--- src/rtl/multi_btn_debouncer.sv ---
`default_nettype none
// ============================================================================
//  Module   : multi_btn_debouncer
//  Purpose  : N-channel push-button conditioner for the 1 kHz scan domain.
//             Each channel has a 2-flop synchroniser, a saturating stability
//             counter, a debounced level, rise/fall strobes and a toggle
//             register with synchronous per-channel clear.
//  Options  : define LONG_PRESS_EN to build the per-channel long-press
//             detector driving btn_long; otherwise btn_long is tied to 0.
//  Revision : 1.0 - initial release
// ============================================================================
module multi_btn_debouncer #(
  parameter int                 NUM_BTN     = 4,
  parameter int                 STABLE_CNT  = 8,
  parameter logic [NUM_BTN-1:0] TOGGLE_INIT = {NUM_BTN{1'b0}},
  parameter int                 LONG_CNT    = 1000
) (
  input  logic               clk1KHz,
  input  logic               rst,
  input  logic [NUM_BTN-1:0] btn_raw,
  input  logic [NUM_BTN-1:0] tgl_clr,
  output logic [NUM_BTN-1:0] btn_level,
  output logic [NUM_BTN-1:0] btn_rise,
  output logic [NUM_BTN-1:0] btn_fall,
  output logic [NUM_BTN-1:0] btn_toggle,
  output logic [NUM_BTN-1:0] btn_long
);

  localparam int               CNT_W   = $clog2(STABLE_CNT);
  localparam logic [CNT_W-1:0] CNT_MAX = CNT_W'(STABLE_CNT - 1);

  // Reject parameter sets the filter and long-press logic cannot honour
  if (NUM_BTN < 1) begin : g_chk_num_btn
    $error("multi_btn_debouncer: NUM_BTN must be >= 1");
  end
  if (STABLE_CNT < 2) begin : g_chk_stable_cnt
    $error("multi_btn_debouncer: STABLE_CNT must be >= 2");
  end
  if (LONG_CNT <= STABLE_CNT) begin : g_chk_long_cnt
    $error("multi_btn_debouncer: LONG_CNT must exceed STABLE_CNT");
  end

  logic [NUM_BTN-1:0] s1_q;
  logic [NUM_BTN-1:0] s2_q;
  logic [CNT_W-1:0]   cnt_q [NUM_BTN];
  logic [CNT_W-1:0]   cnt_d [NUM_BTN];
  logic [NUM_BTN-1:0] level_q, level_d;
  logic [NUM_BTN-1:0] rise_q, rise_d;
  logic [NUM_BTN-1:0] fall_q, fall_d;
  logic [NUM_BTN-1:0] toggle_q, toggle_d;

  // Two-flop synchroniser; s2_q is the only view of the buttons the filter uses
  always_ff @(posedge clk1KHz or posedge rst) begin
    if (rst) begin
      s1_q <= '0;
      s2_q <= '0;
    end else begin
      s1_q <= btn_raw;
      s2_q <= s1_q;
    end
  end

  // Stability filter: count consecutive disagreeing samples, flip the level on the last one
  always_comb begin
    for (int i = 0; i < NUM_BTN; i++) begin
      cnt_d[i]   = '0;
      level_d[i] = level_q[i];
      if (s2_q[i] != level_q[i]) begin
        if (cnt_q[i] == CNT_MAX) begin
          level_d[i] = s2_q[i];
        end else begin
          cnt_d[i] = cnt_q[i] + 1'b1;
        end
      end
    end
  end

  // Edge strobes and toggle; a clear wins over a simultaneous rise
  always_comb begin
    rise_d   = level_d & ~level_q;
    fall_d   = ~level_d & level_q;
    toggle_d = (toggle_q ^ rise_d) & ~tgl_clr;
  end

  // Filter state, strobes and toggle registers
  always_ff @(posedge clk1KHz or posedge rst) begin
    if (rst) begin
      for (int i = 0; i < NUM_BTN; i++) begin
        cnt_q[i] <= '0;
      end
      level_q  <= '0;
      rise_q   <= '0;
      fall_q   <= '0;
      toggle_q <= TOGGLE_INIT;
    end else begin
      for (int i = 0; i < NUM_BTN; i++) begin
        cnt_q[i] <= cnt_d[i];
      end
      level_q  <= level_d;
      rise_q   <= rise_d;
      fall_q   <= fall_d;
      toggle_q <= toggle_d;
    end
  end

  assign btn_level  = level_q;
  assign btn_rise   = rise_q;
  assign btn_fall   = fall_q;
  assign btn_toggle = toggle_q;

`ifdef LONG_PRESS_EN
  localparam int                HOLD_W   = $clog2(LONG_CNT + 1);
  localparam logic [HOLD_W-1:0] HOLD_MAX = HOLD_W'(LONG_CNT);

  logic [HOLD_W-1:0]  hold_q [NUM_BTN];
  logic [HOLD_W-1:0]  hold_d [NUM_BTN];
  logic [NUM_BTN-1:0] long_q, long_d;

  // Hold counter saturates at LONG_CNT so the strobe fires once per press
  always_comb begin
    for (int i = 0; i < NUM_BTN; i++) begin
      hold_d[i] = '0;
      long_d[i] = 1'b0;
      if (level_q[i]) begin
        if (hold_q[i] == HOLD_MAX) begin
          hold_d[i] = hold_q[i];
        end else begin
          hold_d[i] = hold_q[i] + 1'b1;
          long_d[i] = (hold_q[i] == HOLD_MAX - 1'b1);
        end
      end
    end
  end

  // Long-press counters and strobe register
  always_ff @(posedge clk1KHz or posedge rst) begin
    if (rst) begin
      for (int i = 0; i < NUM_BTN; i++) begin
        hold_q[i] <= '0;
      end
      long_q <= '0;
    end else begin
      for (int i = 0; i < NUM_BTN; i++) begin
        hold_q[i] <= hold_d[i];
      end
      long_q <= long_d;
    end
  end

  assign btn_long = long_q;
`else
  assign btn_long = '0;
`endif

endmodule
`default_nettype wire

--- config.mk ---
export PLATFORM = sky130hd
export DESIGN_NAME = multi_btn_debouncer
export DESIGN_NICKNAME = d
export VERILOG_FILES = /design/src/rtl/multi_btn_debouncer.sv
export SDC_FILE = /design/constraint.sdc
export NUM_CORES = 1
export LEC_CHECK = 0
export CAP_MARGIN = 20
export CORE_MARGIN = 2
export CORE_UTILIZATION = 44
export DETAILED_ROUTE_END_ITERATION = 6
export PLACE_DENSITY = 0.86
export SLEW_MARGIN = 20
export SYNTH_ARGS = -nofsm -noshare
export SYNTH_HDL_FRONTEND = slang
export SYNTH_SLANG_ARGS = --single-unit
--- constraint.sdc ---
create_clock -name clk1KHz -period 1.5 [get_ports clk1KHz]
set_clock_uncertainty 0.15 [all_clocks]
set_input_delay 0.15 -clock clk1KHz [delete_from_list [all_inputs] [get_ports clk1KHz]]
set_output_delay 0.15 -clock clk1KHz [all_outputs]
set_load 0.02 [all_outputs]
==> flow_summary.yaml <==
layout:
  stdcell_area_sq_um: 1810
  area_growth_pct: 31.6
  drive_gt1_frac: 0.223
  final_util: 0.602
  final_net_count: 147
  diodes: 0
placed_design:
  place.gp.congestion: 0.690
  portBuffers: 25
  hpwl_mm: 1.48
  dp_slack_ns: -0.0220
  postPlaceCellArea_sq_um: 1700
global_routing:
  grt_pass1_wl_mm: 3.84
  gr-usage-all-layers: 0.152
  antenna_found_initial: 0
  first_global_vias: 855
  busiest_layer: "met2"
  met3_usage: 0.0628
  grt_max_degree: 28
  grt-ovfl-total: 0
  grt_util_met1: 0.166
  grt_use_met2: 0.261
routing:
  dr.pass1.iters: 3
  dr.first_iter.drc_count: 5
  wl_mm: 2.15
  wire_per_inst_um: 13.2
  ant_nets: 0
  route.detailed.drc: 0
  avgViaCountPerCell: 4.82
  via_count: 785
timing:
  finalMaxSlewViolations: 0
  setup_viol: 1
  finalSetupTns_ns: -0.0143
  fin_ws_ns: -0.0143
  timing.final.crit_share: 1.01
  rsz0062_at_grt: "true"
  period_minus_slack_ns: 1.51
  finalHoldViolCount: 0
  fmax_ghz: 0.660
worst_setup_path:
  crit_slowest_cell: "dfrtp_1"
  reg2regPathDepth: 4
  worstSetupPathType: "flop to flop"
  cp_data_arrival_time_ns: 1.59
  critPathMaxFanout: 2
  end_kind: "flop"
  crit_required_ns: 1.57
  critPathBufInv: 0
  crit_path_cell_trace: "ha_2, ha_4, and3b_2, mux2_4"
  r2r_end: "btn_toggle[0]"
  worstSetupStartpoint: "cnt_q[9]"
  cp.depth: 4
  max_stage_delay_ns: 0.40
  cp-endpoint: "btn_toggle[0]"
  crit_family: "flip-flops"
  cp-start-kind: "flop"
  ff2ff_setup_slack_ns: -0.01
  r2r-start: "cnt_q[9]"
cts:
  cts_tree: "built"
  cts_buffers: 5
  cts_max_level: 2
  cts-root-buf: "clkbuf_4"
  insertion_delay_ns: 0.33
  clk_pin_slew_ns: 0.09
  cts_buffer_depth: 2
  clock_sinks: 36
logic_synthesis:
  synth_flop_cell: "dfrtp_1"
  synth-edff-count: 0
  synth_seq_cells: 36
  synthTopCellsByArea: "dfrtp_1 66%, ha_1 7.3%, mux2_4 4.4%"
  syn_area_sq_um: 1370
  synth-async-reset-ratio: 1.00
  synth_top_area_cell: "dfrtp_1"
  synth.distinct_cells: 16
  synthCells: 90
  synth_most_common_cell: "dfrtp_1"
  ys_seq_area_frac: 0.656
  avgSynthCellArea_sq_um: 15.3
  yosys_warnings: 0
  synth_common_cells: "36 x dfrtp_1, 8 x ha_1, 6 x and2_1"
  yosysTopAreaCellShare: 0.656
run_status:
  status: "finished with violations"
  violations: "setup timing"
floorplan:
  core_area_sq_um: 3000
  fp.dieH_um: 59.9
  dieArea_sq_um: 3580
  die-width_um: 59.9
  rows: 20
  start_util: 0.457
  io-pin-count: 30
power:
  power.total_uw: 2370
  leakagePower_uw: 0.000962
  cellPowerDensity_nw_per_um2: 1310
  max-vdd-ir-drop_uv: 804
worst_hold_path:
  hold_path_depth: 1
  worst_hold_path_type: "input port to flop"
job:
  max_cap_viol_count: 0
==> worst min-delay path by stage <==
stage,start,slack [ns],to
final,btn_raw[1],0.10,s1_q[1]
after global routing,btn_raw[3],0.09,s1_q[3]
after CTS,btn_raw[1],0.09,s1_q[1]
after detailed placement,s1_q[0],0.19,s2_q[0]
after global placement,s1_q[2],0.18,s2_q[2]
after floorplan,btn_raw[0],0.03,s1_q[0]
==> layer usage <==
| layer | up-vias | part of all wire |
|---|---|---|
| li1 | 369 | - |
| met1 | 390 | 0.42 |
| met2 | 23 | 0.51 |
| met3 | 3 | 0.054 |
| met4 | 0 | 0.013 |
| met5 | - | 0 |
==> worst register-to-register path, delay by kind of cell (launching register included) <==
| family | cells | cell delay, ns |
|---|---|---|
| flops | 1 | 0.40 |
| fa+ha+maj | 2 | 0.36 |
| mux | 1 | 0.29 |
| simple gates | 1 | 0.21 |
==> metrics by stage <==
stage | hold slack [ns] | cells
after floorplan | 0.0314 | 93
after global placement | 0.183 | 153
after detailed placement | 0.194 | 153
after CTS | 0.0880 | 163
after global routing | 0.0872 | 163
final | 0.101 | 163
==> area by class of cell <==
class / count / area [sq um]
inverters: 1 / 3.75
multi-input cells: 52 / 509
fillers: 241 / 1200
flip-flops and latches: 36 / 901
well taps: 33 / 41.3
repair buffers: 33 / 293
clock buffers: 8 / 58.8
==> cells in the final DEF (no fill, tap or decap) <==
master,n
and2_1,6
and3b_1,4
and3b_2,4
buf_4,7
clkbuf_1,2
clkbuf_4,5
clkbuf_8,1
clkdlybuf4s50_1,9
conb_1,4
dfrtp_1,36
dlygate4sd2_1,16
dlygate4sd3_1,1
ha_2,4
ha_4,4
inv_1,1
mux2_1,4
mux2_4,4
nor2_1,4
nor2b_1,5
nor3_1,1
nor3b_1,4
xnor2_1,1
xor2_1,3
==> registers in the layout (all words and copies together) (netlist names) <==
register	count
btn_level	4
cnt_q	12
btn_toggle	4
s1_q	4
btn_rise	4
btn_fall	4
s2_q	4
==> timing repair <==
action	in CTS	in global routing
hold buffers	1	0
gates resized for setup	21	3
setup endpoints to repair	20	5
pin swaps	3	2
setup buffers	1	0
hold endpoints to repair	9	0
==> logic make-up after synthesis <==
group / Yosys count / synth area share
buf+inv: 5 / 0.0246
flops: 36 / 0.656
other cells: 1 / 0.00273
simple gates: 28 / 0.141
mux: 8 / 0.0766
fa+ha+maj: 8 / 0.0729
xor+xnor: 4 / 0.0255
==> where the power goes <==
| part | internal (uW) | total [uW] | switching [uW] |
|---|---|---|---|
| clock network | 231 | 524 | 293 |
| registers | 1150 | 1290 | 141 |
| logic | 299 | 559 | 260 |
| total | 1680 | 2370 | 694 |
(Power assumes the default switching activity.)
